File: src/rtl/serial_sub_if.sv
// Host-side handshake bundle for the bit-serial subtractor: start/operands in,
// busy/done/result out.
`timescale 1ns/1ps
interface serial_sub_if #(
  parameter int WIDTH = 8
);
  logic             start;
  logic [WIDTH-1:0] a_in;
  logic [WIDTH-1:0] b_in;
  logic             busy;
  logic             done;
  logic [WIDTH-1:0] diff_out;
  logic             bor_out;

  modport master (
    output start, a_in, b_in,
    input  busy, done, diff_out, bor_out
  );

  modport slave (
    input  start, a_in, b_in,
    output busy, done, diff_out, bor_out
  );
endinterface

File: src/rtl/serial_sub_ctrl.sv
// Bit-serial A-B: one full-subtract cell (two half-subtractors + OR) stepped
// LSB-first over WIDTH cycles; result and final borrow held until next completion.
//
//  state  | meaning
//  IDLE   | waiting for start, operands captured on accept
//  RUN    | one bit per edge, WIDTH edges
//  DONE   | one-cycle done pulse, then back to IDLE unconditionally
`timescale 1ns/1ps
module serial_sub_ctrl #(
  parameter int WIDTH = 8
) (
  input  logic        clk,
  input  logic        rst,
  serial_sub_if.slave bus
);
  localparam int CW = (WIDTH > 1) ? $clog2(WIDTH) : 1;
  localparam logic [CW-1:0] CNT_LAST = CW'(WIDTH - 1);

  typedef enum logic [1:0] {
    S_IDLE = 2'd0,
    S_RUN  = 2'd1,
    S_DONE = 2'd2
  } state_t;

  state_t           state;
  logic [WIDTH-1:0] a_sh;
  logic [WIDTH-1:0] b_sh;
  logic [WIDTH-1:0] r_sh;
  logic [CW-1:0]    cnt;
  logic             bflop;
  logic             busy_q;
  logic             done_q;
  logic [WIDTH-1:0] diff_q;
  logic             bor_q;

  // full-subtract cell built from two half-subtractor stages
  logic abit, bbit, d1, b1, dbit, b2, bout;

  always_comb begin
    abit = a_sh[0];
    bbit = b_sh[0];
    d1   = abit ^ bbit;
    b1   = ~abit & bbit;
    dbit = d1 ^ bflop;
    b2   = ~d1 & bflop;
    bout = b1 | b2;
  end

  always_ff @(posedge clk or posedge rst) begin
    if (rst) begin
      state  <= S_IDLE;
      a_sh   <= '0;
      b_sh   <= '0;
      r_sh   <= '0;
      cnt    <= '0;
      bflop  <= 1'b0;
      busy_q <= 1'b0;
      done_q <= 1'b0;
      diff_q <= '0;
      bor_q  <= 1'b0;
    end else begin
      case (state)
        S_IDLE: begin
          if (bus.start) begin
            a_sh   <= bus.a_in;
            b_sh   <= bus.b_in;
            cnt    <= '0;
            bflop  <= 1'b0;
            busy_q <= 1'b1;
            state  <= S_RUN;
          end
        end
        S_RUN: begin
          r_sh  <= {dbit, r_sh[WIDTH-1:1]};
          a_sh  <= a_sh >> 1;
          b_sh  <= b_sh >> 1;
          bflop <= bout;
          cnt   <= cnt + 1'b1;
          if (cnt == CNT_LAST) begin
            // last bit goes straight into the result so it lands on the DONE-entry edge
            diff_q <= {dbit, r_sh[WIDTH-1:1]};
            bor_q  <= bout;
            cnt    <= '0;
            busy_q <= 1'b0;
            done_q <= 1'b1;
            state  <= S_DONE;
          end
        end
        S_DONE: begin
          done_q <= 1'b0;
          state  <= S_IDLE;
        end
        default: begin
          busy_q <= 1'b0;
          done_q <= 1'b0;
          state  <= S_IDLE;
        end
      endcase
    end
  end

  assign bus.busy     = busy_q;
  assign bus.done     = done_q;
  assign bus.diff_out = diff_q;
  assign bus.bor_out  = bor_q;
endmodule

File: src/flat_wrapper.sv
// flat-port wrapper written by rule: the top's interface ports become plain ports
module serial_sub_ctrl_flat 
#(
  parameter int WIDTH = 8
)
  (clk, rst, bus_start, bus_a_in, bus_b_in, bus_busy, bus_done, bus_diff_out, bus_bor_out);
  serial_sub_if #(.WIDTH(WIDTH)) bus_i ();
  input  logic clk;
  input  logic rst;
  input wire logic [$bits(bus_i.start)-1:0] bus_start;
  input wire logic [$bits(bus_i.a_in)-1:0] bus_a_in;
  input wire logic [$bits(bus_i.b_in)-1:0] bus_b_in;
  output wire logic [$bits(bus_i.busy)-1:0] bus_busy;
  output wire logic [$bits(bus_i.done)-1:0] bus_done;
  output wire logic [$bits(bus_i.diff_out)-1:0] bus_diff_out;
  output wire logic [$bits(bus_i.bor_out)-1:0] bus_bor_out;
  assign bus_i.start = bus_start;
  assign bus_i.a_in = bus_a_in;
  assign bus_i.b_in = bus_b_in;
  assign bus_busy = bus_i.busy;
  assign bus_done = bus_i.done;
  assign bus_diff_out = bus_i.diff_out;
  assign bus_bor_out = bus_i.bor_out;
  serial_sub_ctrl #(.WIDTH(WIDTH)) u_core (.clk(clk), .rst(rst), .bus(bus_i));
endmodule
File: config.mk
export PLATFORM = sky130hd
export DESIGN_NAME = serial_sub_ctrl_flat
export DESIGN_NICKNAME = d
export VERILOG_FILES = /design/src/rtl/serial_sub_if.sv /design/src/rtl/serial_sub_ctrl.sv /design/src/flat_wrapper.sv
export SDC_FILE = /design/constraint.sdc
export NUM_CORES = 1
export LEC_CHECK = 0
export BUFFER_PORTS_ARGS = -buffer_cell sky130_fd_sc_hd__buf_4
export CAP_MARGIN = 30
export CORE_MARGIN = 2
export CORE_UTILIZATION = 30
export CTS_BUF_LIST = sky130_fd_sc_hd__clkbuf_16
export DETAILED_ROUTE_END_ITERATION = 8
export HOLD_SLACK_MARGIN = 0.06
export MAX_ROUTING_LAYER = met4
export PLACE_DENSITY = 0.56
export SLEW_MARGIN = 20
export SYNTH_ARGS = -nofsm -noshare
export SYNTH_HDL_FRONTEND = slang
export SYNTH_SLANG_ARGS = --single-unit
File: constraint.sdc
create_clock -name clk -period 3.2 [get_ports clk]
set_input_delay 0.48 -clock clk [delete_from_list [all_inputs] [get_ports clk]]
set_output_delay 0.48 -clock clk [all_outputs]
set_load 0.05 [all_outputs]
==> impl_metrics.env, run 1 <==
export IMPL_ant_nets=0
export IMPL_cts_tree="done"
export IMPL_timing_slew_headroom=0.5100
export IMPL_ios=30
export IMPL_fillers=599
export IMPL_clk_transition_reported_paths_ns=0.05
export IMPL_status="finished, final reports clean"
export IMPL_drcViolationCount=0
export IMPL_cts_root_buf="clkbuf_16"
export IMPL_grt_pass1_vias=1276
export IMPL_routed_wl_um=3481
export IMPL_start_kind="register"
export IMPL_crit_slowest_cell="dfrtp_1"
export IMPL_routabilityCongestion=0.7508
export IMPL_leakage_nw=1.051
export IMPL_start_util=0.3094
export IMPL_instances_no_fill=270
export IMPL_drive_gt1_frac=0.3128
export IMPL_synth_nets=189
export IMPL_synth_cell_type_count=30
export IMPL_grt_pass1_wl_um=5830
export IMPL_die_area_sq_um=6747
export IMPL_cp_arrival_ns=1.70
export IMPL_max_stage_delay_ns=0.40
export IMPL_vias=1263
export IMPL_hold_viol_final=0
export IMPL_r2r_setup_slack_ns=1.66
export IMPL_worstSetupStartpoint="u_core.cnt[0]"
export IMPL_seq_area_sq_um=1001
export IMPL_synth_area_per_cell_sq_um=10.97
export IMPL_die_height_um=82.14
export IMPL_max_cap_violations=0
export IMPL_grt_max_degree=41
export IMPL_fin_crit_sh=0.4822
export IMPL_fin_nets=216
export IMPL_ff2ff_path_depth=4
export IMPL_syn_to_final_growth_pct=21.45
export IMPL_core_area_sq_um=5921
export IMPL_synth_warnings=0
export IMPL_crit_path_end="u_core.bus.diff_out[4]"
export IMPL_cts_resized_gates=0
export IMPL_tns_ns=0
export IMPL_first_iter_violations=57
export IMPL_n_antenna_cell=0
export IMPL_rsz0062_at_grt="no"
export IMPL_dp_cells=262
export IMPL_post_cts_buffers=0
export IMPL_power_density_nw_per_um2=1058
export IMPL_vdd_drop_max_mv=0.4013
export IMPL_path_cells="ha_1 -> ha_1 -> nand3b_4 -> mux2_2"
export IMPL_routedWlPerCell_um=12.89
export IMPL_clkSinkCount=40
export IMPL_worstMarginPinSlew_ns=0.7349
export IMPL_viasPerCell=4.678
export IMPL_multi_input_area_sq_um=734.5
export IMPL_setup_viol=0
export IMPL_timing_rr_end="u_core.bus.diff_out[4]"
export IMPL_clockBufferDepth=2
export IMPL_syn_area_sq_um=1832
export IMPL_critical_path_class="reg -> reg"
export IMPL_required_ns=3.36
export IMPL_cts_made_buffers=5
export IMPL_numPortBuffers=29
export IMPL_ys_ff_latch=40
export IMPL_cts_max_level=2
export IMPL_die_x_um=82.14
export IMPL_cp_common_cell="ha_1"
export IMPL_firstDrtPassIters=4
export IMPL_grtUsageTotal=0.1204
export IMPL_antenna_found_initial=0
export IMPL_grt_ovfl_total=0
export IMPL_insertion_delay_ns=0.28
export IMPL_row_count=28
export IMPL_worstPathMaxFanout=11
export IMPL_postCtsHoldBufs=0
export IMPL_total_power_mw=2.354
export IMPL_syn_inst=167
export IMPL_hp_class="in -> async"
export IMPL_place_detailed_hpwl_um=2335
export IMPL_fmax_mhz=648.1
export IMPL_r2r_start="u_core.cnt[0]"
export IMPL_ys_seq_area_frac=0.5464
export IMPL_skew_ns=0.002288
export IMPL_slew_viol_final=0
export IMPL_finalCriticalPeriod_ns=1.543
export IMPL_endpoint_kind="register"
-- how the worst min path moves through the flow --
stage | from | to | slack (ns) | cells past startpoint
global placement | u_core.r_sh[1] | u_core.r_sh[1] | 0.46 | 2
global route | rst | u_core.bus.diff_out[4] | 0.39 | 3
detailed placement | u_core.r_sh[1] | u_core.r_sh[1] | 0.48 | 2
floorplan | u_core.r_sh[1] | u_core.r_sh[1] | 0.44 | 2
finish | rst | u_core.bus.diff_out[4] | 0.33 | 3
CTS | rst | u_core.bus.diff_out[4] | 0.36 | 3
-- through the flow --
step | setup slack [ns] | instance area [sq um] | hold WS (ns) | util
CTS | 1.647 | 2225 | 0.3622 | 0.3757
global route | 1.533 | 2225 | 0.3882 | 0.3757
global placement | 1.614 | 2088 | 0.4647 | 0.3527
floorplan | 1.649 | 1832 | 0.4386 | -
finish | 1.657 | 2225 | 0.3289 | 0.3757
detailed placement | 1.575 | 2088 | 0.4762 | 0.3527
-- placed cells by master (no fill, tap or decap), drive strengths merged --
| cell type | n |
|---|---|
| nor2b | 1 |
| o22ai | 2 |
| o21ba | 1 |
| ha | 2 |
| clkinv | 1 |
| a21oi | 2 |
| mux2 | 8 |
| inv | 7 |
| o21ai | 1 |
| dfrtp | 40 |
| nor2 | 30 |
| a22o | 4 |
| o21bai | 1 |
| a211oi | 14 |
| nor4b | 1 |
| nand2b | 3 |
| o21a | 1 |
| fa | 1 |
| nand3b | 1 |
| nand2 | 23 |
| clkbuf | 5 |
| buf | 32 |
| o31ai | 1 |
| nor3 | 13 |
-- power breakdown --
group | switching, mW | internal, mW
Sequential | 0.137 | 0.745
Clock | 0.181 | 0.280
Combinational | 0.617 | 0.394
Total | 0.936 | 1.42
-- cells in the mapped netlist --
| cell | instances | share of area |
|---|---|---|
| nand2b_1 | 3 | 0.010 |
| o21bai_1 | 1 | 0.0041 |
| nand2_1 | 23 | 0.047 |
| ha_1 | 2 | 0.014 |
| dfrtp_1 | 40 | 0.55 |
| buf_6 | 1 | 0.0061 |
| buf_2 | 5 | 0.014 |
| a22o_1 | 4 | 0.019 |
| nor3_2 | 7 | 0.038 |
| o21a_1 | 1 | 0.0041 |
| fa_1 | 1 | 0.011 |
| nor4b_1 | 1 | 0.0048 |
| inv_1 | 5 | 0.010 |
| a21oi_1 | 2 | 0.0055 |
| mux2_2 | 7 | 0.043 |
| nor2b_1 | 1 | 0.0034 |
| nor3_1 | 6 | 0.016 |
| mux2_1 | 1 | 0.0061 |
| o21ai_0 | 1 | 0.0027 |
| o22ai_1 | 2 | 0.0068 |
| o31ai_1 | 1 | 0.0041 |
| buf_1 | 1 | 0.0020 |
| a211oi_1 | 6 | 0.025 |
| nand3b_4 | 1 | 0.011 |
| o21ba_4 | 1 | 0.0089 |
| a211oi_2 | 8 | 0.055 |
| buf_4 | 2 | 0.0082 |
| clkbuf_1 | 2 | 0.0041 |
| nor2_1 | 30 | 0.061 |
| buf_8 | 1 | 0.0082 |
-- sequential cells by signal, indices dropped and copies added, names as in the netlist --
| name | cells |
|---|---|
| u_core.bus.busy | 1 |
| u_core.r_sh | 7 |
| u_core.state | 2 |
| u_core.bus.diff_out | 8 |
| u_core.bus.done | 1 |
| u_core.bus.bor_out | 1 |
| u_core.cnt | 3 |
| u_core.a_sh | 8 |
| u_core.bflop | 1 |
| u_core.b_sh | 8 |
-- cell type report --
type	instances	area share
tap	75	0.04218
sequential	40	0.4499
inverter	5	0.008436
multi-input combinational	110	0.3301
timing repair buffer	32	0.1080
clock buffer	5	0.05624
clock inverter	3	0.005062
-- per-layer routing --
| metal | part of all wire | GRT usage |
|---|---|---|
| met4 | 0.021 | 0.06000 |
| met5 | 0 | - |
| met2 | 0.43 | 0.1740 |
| met3 | 0.053 | 0.03261 |
| met1 | 0.49 | 0.1558 |
-- kinds of logic (layout without fill, tap and decap cells) --
group                      Yosys count  in the layout  share of synthesized area
and+or+nand+nor                     72             72                     0.1926
muxes                                8              8                    0.04918
adders and majority gates            3              3                    0.02459
DFF                                 40             40                     0.5464
AOI/OAI and AO/OA                   27             27                     0.1346
buffers and inverters               17             45                    0.05259
-- worst max-delay path: cells and delay by family (launching register included) --
kind                       cells  cell delay [ns]
and+or+nand+nor                1             0.20
adders and majority gates      2             0.48
DFF                            1             0.40
muxes                          1             0.35
Power figures use the tool's default switching activity.
==> run 2, diff against run 1 <==
--- a/config.mk
+++ b/config.mk
@@ -5,6 +5,7 @@
 export SDC_FILE = /design/constraint.sdc
 export NUM_CORES = 1
 export LEC_CHECK = 0
+export ABC_AREA = 1
 export BUFFER_PORTS_ARGS = -buffer_cell sky130_fd_sc_hd__buf_4
 export CAP_MARGIN = 30
 export CORE_MARGIN = 2
@@ -13,7 +14,7 @@
 export DETAILED_ROUTE_END_ITERATION = 8
 export HOLD_SLACK_MARGIN = 0.06
 export MAX_ROUTING_LAYER = met4
-export PLACE_DENSITY = 0.56
+export PLACE_DENSITY = 0.57
 export SLEW_MARGIN = 20
 export SYNTH_ARGS = -nofsm -noshare
 export SYNTH_HDL_FRONTEND = slang
==> constraint.sdc (replaced) <==
create_clock -name clk -period 1.3 [get_ports clk]
set_input_delay 0.195 -clock clk [delete_from_list [all_inputs] [get_ports clk]]
set_output_delay 0.195 -clock clk [all_outputs]
set_load 0.05 [all_outputs]
==> impl_metrics.env, run 2 <==
export IMPL_numPortBuffers=29
export IMPL_syn_inst=227
export IMPL_routabilityCongestion=0.7339
export IMPL_die_x_um=84.40
export IMPL_dpl_cell_area_sq_um=2292
export IMPL_yosys_top_cells_count="55 x nand2_1, 46 x nand3_1, 40 x dfrtp_1, 40 x inv_1"
export IMPL_final_cell_mix="55 x nand2_1, 46 x nand3_1, 41 x inv_1"
export IMPL_synth_edf_count=0
export IMPL_fin_nets=286
export IMPL_timing_slew_headroom=0.8465
export IMPL_insertion_delay_ns=0.28
export IMPL_clockBufferDepth=2
export IMPL_first_iter_violations=90
export IMPL_critical_path_class="reg -> reg"
export IMPL_synth_top_area_cell="dfrtp_1"
export IMPL_vias=1501
export IMPL_setup_viol=0
export IMPL_path_cells="ha_1 -> ha_1 -> nand2_4 -> buf_12 -> nand2_1 -> o21ai_2"
export IMPL_max_cap_violations=0
export IMPL_ios=30
export IMPL_antenna_found_initial=0
export IMPL_fmax_mhz=805.5
export IMPL_synthMostInstantiatedCell="nand2_1"
export IMPL_synth_warnings=0
export IMPL_cts_root_buf="clkbuf_16"
export IMPL_row_count=29
export IMPL_cts_made_buffers=5
export IMPL_stdcell_area_sq_um=2441
export IMPL_die_area_sq_um=7123
export IMPL_tns_ns=0
export IMPL_place_detailed_hpwl_um=2606
export IMPL_yosysTopAreaCellShare=0.5161
export IMPL_cts_max_level=2
export IMPL_cts_tree="done"
export IMPL_fillers=693
export IMPL_die_height_um=84.40
export IMPL_syn_area_sq_um=1939
export IMPL_firstDrtPassIters=4
export IMPL_crit_slowest_cell="dfrtp_1"
export IMPL_grt_pass1_vias=1433
export IMPL_power_density_nw_per_um2=2524
export IMPL_leakage_nw=1.329
export IMPL_status="finished, final reports clean"
export IMPL_clkSinkCount=40
export IMPL_hold_slack_ns=0.1325
export IMPL_viasPerCell=4.402
export IMPL_skew_ns=0.003235
export IMPL_worstPathMaxFanout=11
export IMPL_clk_transition_reported_paths_ns=0.05
export IMPL_n_antenna_cell=0
export IMPL_start_util=0.3072
export IMPL_grtUsageTotal=0.1182
export IMPL_ys_flop_type="dfrtp_1"
export IMPL_cp_common_cell="ha_1"
export IMPL_synth_area_per_cell_sq_um=8.543
export IMPL_rsz0062_at_grt="no"
export IMPL_ys_seq_area_frac=0.5161
export IMPL_syn_to_final_growth_pct=25.87
export IMPL_ys_top_cells_by_area="dfrtp_1 52%, nand3_1 12%, nand2_1 11%"
export IMPL_routedWlPerCell_um=10.97
export IMPL_ys_ff_latch=40
export IMPL_slew_viol_final=0
export IMPL_layout_commonest_cell="nand2_1"
export IMPL_hp_class="in -> reg"
export IMPL_grt_ovfl_total=0
export IMPL_async_flop_share=1.000
export IMPL_max_stage_delay_ns=0.38
export IMPL_drcViolationCount=0
export IMPL_endpoint_kind="register"
export IMPL_grt_max_degree=41
export IMPL_cp_arrival_ns=1.44
export IMPL_routed_wl_um=3742
export IMPL_start_kind="register"
export IMPL_required_ns=1.50
export IMPL_synth_cell_type_count=21
export IMPL_core_area_sq_um=6314
export IMPL_fin_crit_sh=0.9550
export IMPL_drive_gt1_frac=0.2386
export IMPL_grt_pass1_wl_um=6568
export IMPL_vdd_drop_max_mv=0.8611
export IMPL_finalCriticalPeriod_ns=1.241
export IMPL_hold_viol_final=0
export IMPL_synth_nets=249
export IMPL_worstMarginPinSlew_ns=0.2303
export IMPL_ant_nets=0
run 2: what timing repair did:
item / CTS / global route
buffers inserted: 0 / 0
setup endpoints to repair: 0 / 1
hold endpoints to repair: 40 / 0
gates resized for setup: 0 / 1
hold buffers: 1 / 0
run 2: worst paths after layout:
kind	from	endpoint	slack, ns	cells past startpoint
max	u_core.cnt[0]	u_core.bus.diff_out[5]	0.06	6
min	bus_b_in[7]	u_core.b_sh[7]	0.13	3
max reg2reg	u_core.cnt[0]	u_core.bus.diff_out[5]	0.06	6
min reg2reg	u_core.r_sh[1]	u_core.bus.diff_out[0]	0.47	2
max in group asynchronous	rst	u_core.r_sh[4]	0.55	4
min in group asynchronous	rst	u_core.bus.diff_out[5]	0.53	4
run 2: logic make-up after synthesis:
logic type               after synthesis  share of synthesized area
adder cells (fa/ha/maj)                3                    0.02322
AO/OA/AOI/OAI                         21                    0.06968
flip-flops                            40                     0.5161
buffers and inverters                 54                     0.1348
AND/OR/NAND/NOR                      109                     0.2561
run 2: worst max-delay path, delay by kind of cell (launching register included):
| family | cells | cell delay [ns] |
|---|---|---|
| adder cells (fa/ha/maj) | 2 | 0.42 |
| flip-flops | 1 | 0.38 |
| AND/OR/NAND/NOR | 2 | 0.17 |
| buffers and inverters | 1 | 0.14 |
| AO/OA/AOI/OAI | 1 | 0.05 |
run 2: cell type report:
type                       count  area [sq um]  area share
inverter                      42         160.2     0.06561
timing repair buffer          42         367.9      0.1507
multi-input combinational    133         681.9      0.2793
sequential                    40          1001      0.4100
clock buffer                   5         125.1     0.05126
tap                           77         96.34     0.03947
clock inverter                 2         8.758    0.003588
run 2: metrics by stage:
step	utilization	total power, mW	std cells	setup slack, ns
floorplan	-	4.355	227	0.07391
global placement	0.3631	5.036	333	0.09799
detailed placement	0.3631	5.079	333	0.06780
CTS	0.3859	6.246	341	0.05398
global route	0.3866	6.713	341	0.005949
finish	0.3866	6.163	341	0.05851
run 2: layer usage:
| metal | track usage | vias up | part of all wire |
|---|---|---|---|
| met3 | 0.02950 | 6 | 0.038 |
| met4 | 0.05195 | 0 | 0.016 |
| met2 | 0.1652 | 29 | 0.45 |
| li1 | - | 777 | - |
| met1 | 0.1624 | 689 | 0.50 |
| met5 | - | - | 0 |
run 2: power by group:
| part | total, mW | leakage, nW | switching (mW) | internal (mW) |
|---|---|---|---|---|
| registers | 2.15 | 0.493 | 0.322 | 1.83 |
| logic | 2.89 | 0.766 | 1.80 | 1.08 |
| clock network | 1.12 | 0.0709 | 0.437 | 0.688 |
| total | 6.16 | 1.33 | 2.56 | 3.60 |
